### config.mk
export PLATFORM = sky130hd
export DESIGN_NAME = drygascon_mix
export DESIGN_NICKNAME = d
export VERILOG_FILES = /design/src/rtl/drygascon_mix.sv
export SDC_FILE = /design/constraint.sdc
export NUM_CORES = 2
export LEC_CHECK = 0
export ABC_AREA = 1
export ABC_CLOCK_PERIOD_IN_PS = 2450
export CORE_AREA = 2 2 613 615
export DETAILED_ROUTE_END_ITERATION = 8
export DIE_AREA = 0 0 615 617
export DONT_BUFFER_PORTS = 1
export PLACE_DENSITY = 0.3
export SYNTH_ARGS = -nofsm -noshare
export SYNTH_HDL_FRONTEND = slang
export SYNTH_SLANG_ARGS = --single-unit
### constraint.sdc
create_clock -name clk -period 2.45 [get_ports clk]
set_input_delay 0.3675 -clock clk [delete_from_list [all_inputs] [get_ports clk]]
set_output_delay 0.3675 -clock clk [all_outputs]
set_load 0.05 [all_outputs]
### src/rtl/drygascon_mix.sv
// DrySPONGE mix stage: absorbs {ds, in_data} into the 320-bit capacity, 10 bits per step,
// with an external core round between steps. Optional macro DRYMIX_ZEROIZE_EN clears state on hand-off.
module drygascon_mix #(
  parameter int CWIDTH      = 320,
  parameter int IWIDTH      = 128,
  parameter int DSWIDTH     = 4,
  parameter int XWIDTH      = 128,
  parameter int ROUND_COUNT = 10
) (
  input  logic                   clk,
  input  logic                   reset_n,
  input  logic                   start,
  input  logic [CWIDTH-1:0]      c_in,
  input  logic [IWIDTH-1:0]      in_data,
  input  logic [DSWIDTH-1:0]     ds,
  input  logic [XWIDTH-1:0]      x,
  output logic                   busy,
  output logic [CWIDTH-1:0]      core_c,
  output logic [ROUND_COUNT-1:0] core_round,
  output logic                   core_en,
  output logic                   core_rst,
  input  logic [CWIDTH-1:0]      core_cout,
  input  logic                   core_done,
  output logic [CWIDTH-1:0]      c_out,
  output logic                   out_valid,
  input  logic                   out_ready
);

  localparam int NSTEPS = 14;
  localparam int MWIDTH = 10 * NSTEPS;

  // Handshake: c_out transfers on a cycle where out_valid && out_ready; out_valid
  // stays high with c_out stable until that cycle, and out_ready alone does nothing.
  typedef enum logic [2:0] {
    IDLE      = 3'd0,
    XOR       = 3'd1,
    CORE_RST  = 3'd2,
    WAIT_CORE = 3'd3,
    HOLD      = 3'd4
  } state_t;

  state_t              state, state_nx;
  logic [CWIDTH-1:0]   c_reg;
  logic [MWIDTH-1:0]   m_reg;
  logic [3:0]          step;
  logic [9:0]          chunk;
  logic [CWIDTH-1:0]   c_xor;

  assign chunk = m_reg[10*int'(step) +: 10];

  // Each 2-bit field of the chunk picks which X word hits the low half of a capacity word.
  always_comb begin
    c_xor = c_reg;
    for (int k = 0; k < 5; k++) begin
      c_xor[64*k +: 32] = c_reg[64*k +: 32] ^ x[32*int'(chunk[2*k +: 2]) +: 32];
    end
  end

  always_ff @(posedge clk or negedge reset_n) begin
    if (!reset_n) state <= IDLE;
    else          state <= state_nx;
  end

  always_comb begin
    state_nx   = state;
    busy       = (state != IDLE);
    core_c     = c_reg;
    core_round = '0;
    core_en    = 1'b0;
    core_rst   = 1'b0;
    out_valid  = 1'b0;
    c_out      = '0;
    case (state)
      IDLE:      if (start) state_nx = XOR;
      XOR:       state_nx = (step == 4'(NSTEPS - 1)) ? HOLD : CORE_RST;
      CORE_RST: begin
        core_rst = 1'b1;
        state_nx = WAIT_CORE;
      end
      WAIT_CORE: begin
        core_en = 1'b1;
        if (core_done) state_nx = XOR;
      end
      HOLD: begin
        out_valid = 1'b1;
        c_out     = c_reg;
        if (out_ready) state_nx = IDLE;
      end
      default:   state_nx = IDLE;
    endcase
  end

  always_ff @(posedge clk or negedge reset_n) begin
    if (!reset_n) begin
      c_reg <= '0;
      m_reg <= '0;
      step  <= '0;
    end else begin
      case (state)
        IDLE: if (start) begin
          c_reg <= c_in;
          m_reg <= MWIDTH'({ds, in_data});
          step  <= '0;
        end
        XOR:  c_reg <= c_xor;
        WAIT_CORE: if (core_done) begin
          c_reg <= core_cout;
          step  <= step + 4'd1;
        end
        HOLD: if (out_ready) begin
`ifdef DRYMIX_ZEROIZE_EN
          c_reg <= '0;
          m_reg <= '0;
`endif
        end
        default: ;
      endcase
    end
  end

endmodule

==> results.toml <==
[yosys]
ys_ff_latch = 459
synth-xor-area-share_pct = 0
synth_compound_gate_area_share_pct = 14.6
synth_top_family_by_area = "simple AND/OR/NAND/NOR gates"
syn_area_per_cell_um2 = 6.45
synthAdderAreaFrac_pct = 0.0749
synthCells = 5177
yosys_warnings = 0
synthMuxAreaShare_pct = 0
synth.distinct_cells = 31
synth_area_mm2 = 0.0334
synth-simple-area-share_pct = 37.6
yosysSeqAreaShare_pct = 34.4

[timing]
drv_slew = 0
rsz0062_at_grt = "yes"
fmax_mhz = 345
setup_slack_ps = -448
clock-skew-final_ps = 103
setup_viol = 576
fin_crit_ps = 2900
worst_slew_margin_rel_pct = 21.0
hold_violations = 0
fin_crit_sh_pct = 118
tightest_slew_ps = 1180

[worst_setup_path]
critPathMaxStageDelay_ps = 400
cp_num_buf_inv = 5
path_delay_family = "buffers and inverters"
path_cells = "nor2_2 -> buf_6 -> nand2_8 -> buf_16 -> buf_16 -> clkbuf_16 -> nor2_4 -> buf_6"
crit_path_end_kind = "output port"
startpoint_type = "flip-flop"
slowest_stage = "dfrtp_1"
worstSetupPathType = "reg -> out"
crit_arrival_ps = 2530
worstPathMaxFanout = 18
crit_required_ps = 2080

[final_layout]
largest_reg_flops = 320
seq_area_mm2 = 0.0115
nFillCells = 42300
fin_area_mm2 = 0.0632
final_nets = 7657
areaGrowthSynthToFinish_pct = 89.4
final_cell_mix = "nand2_1 (1375), nand3_1 (1046), dlygate4sd3_1 (828)"
drive_gt1_share_pct = 23.1
multi_input_area_mm2 = 0.0196
layout_commonest_cell = "nand2_1"

[power]
power.leakage_nw = 28.8
power_mw = 113
ir_drop_v = 0.00106
p_per_area_mw_per_mm2 = 1780

[global_routing]
grt_pass1_wl_mm = 438
antenna_found_initial = 162
overflow = 0
grt_max_degree = 460
grt_pass1_vias = 45200
grt_usage_pct = 17.0

[placement]
gp_congestion = 0.918
dpl.hpwl_mm = 268
dpl-instance-area_mm2 = 0.0466
portBuffers = 0

[route]
routed_wl_mm = 358
dr.pass1.iters = 8
drt-initial-drc-count = 4173
wl_per_cell_um = 30.1
via_per_inst = 3.89
drc_errors = 0
via_count = 46200
postRouteAntennaNets = 0

[clock_tree]
numCtsBuffers = 78
cts-root-buf = "clkbuf_16"
clkSinkCount = 459
h-tree-depth = 3
cts_tree = "yes"
clk_latency_ps = 830
cts_buffer_depth = 4
clkTransAtPathRegs_ps = 60

[status]
violations = "setup timing"
status = "finished, violations left"

[floorplanning]
dieArea_mm2 = 0.379
initial_core_util_pct = 8.94
row_count = 225
ios = 1559
core-area_mm2 = 0.374
die_x_um = 615
die_h_um = 617

[min_path]
hp-class = "in -> reg"

[job]
max_cap_violations = 0
[metrics by stage]
| step | setup TNS [ps] | cells | hold slack, ps | util, % | worst slack, ps |
|---|---|---|---|---|---|
| 4_1_cts | -167670 | 11700 | -746 | 16.0 | -561 |
| 3_5_place_dp | -24970 | 10700 | 137 | 12.5 | -390 |
| 3_3_place_gp | -20440 | 10700 | 134 | 12.5 | -373 |
| 2_1_floorplan | 0 | 5186 | 71.9 | - | 364 |
| 5_1_grt | -225790 | 11800 | 26.9 | 16.9 | -536 |
| 6_report | -135930 | 11900 | 33.8 | 16.9 | -448 |
[power breakdown]
group | internal (mW) | switching, mW | total (mW)
Clock | 7.14 | 5.03 | 12.2
Combinational | 28.9 | 55.7 | 84.5
Sequential | 11.4 | 4.62 | 16.0
Total | 47.4 | 65.3 | 113
[worst min-delay path, stage by stage]
cell     delay, ps
nand2_1         50
nand3_2        120
nand3_1         90
nand3_1         70
a21oi_1         60
[per-layer routing]
layer	track usage [%]	part of all wire, %	routed length, um
met2	31.6	52	185000
met5	0	0.11	402
met1	18.5	36	130000
met3	3.91	6.6	23500
met4	6.54	5.2	18700
[kinds of logic (layout without fill, tap and decap cells)]
| logic type | Yosys count | count (layout) |
|---|---|---|
| flops | 459 | 459 |
| compound gates | 717 | 717 |
| buf+inv | 1053 | 2667 |
| other cells | 1 | 86 |
| fa+ha+maj | 2 | 2 |
| simple gates | 2945 | 2946 |
[area by class of cell]
class                      instances  area share [%]
antenna                           76           0.301
inverter                         650            3.93
multi-input combinational       3675            30.9
timing repair buffer            1886            32.7
tap                             4994            9.88
sequential                       459            18.2
clock inverter                    28           0.657
clock buffer                     103            3.42
[final timing paths]
path,start,endpoint,slack [ps],cells after the start
max,state[1],c_out[69],-450,8
max reg2reg,step[0],core_c[261],-370,18
min,x[16],core_c[16],30,5
min reg2reg,m_reg[120],m_reg[120],470,2
min in group asynchronous,reset_n,core_c[149],60,1
max in group asynchronous,reset_n,core_c[59],-200,3
[synthesized netlist by cell type (all sizes together)]
cell    number  area share (%)
ha           2           0.075
o31ai        1           0.022
o22ai        1           0.019
conb         1           0.011
o21ai      226             3.4
a21boi      32            0.72
a221oi     160             4.2
nor3         4           0.060
inv        650             7.3
nand3     1133              17
nand2     1442              16
dfrtp      459              34
nor2       363             4.1
a21oi      135             2.0
a22o       160             4.2
clkbuf     176             2.0
o211ai       2           0.045
buf        227             4.0
or2          2           0.037
nor4         1           0.019
[timing repair]
| item | CTS | global route |
|---|---|---|
| resized for setup | 400 | 408 |
| hold endpoints to repair | 910 | 150 |
| endpoints found under the setup margin | 482 | 533 |
| cloned | 17 | 45 |
| setup buffers | 28 | 61 |
| pin swaps | 16 | 71 |
| hold buffers | 826 | 2 |
Power figures use the tool's default switching activity.
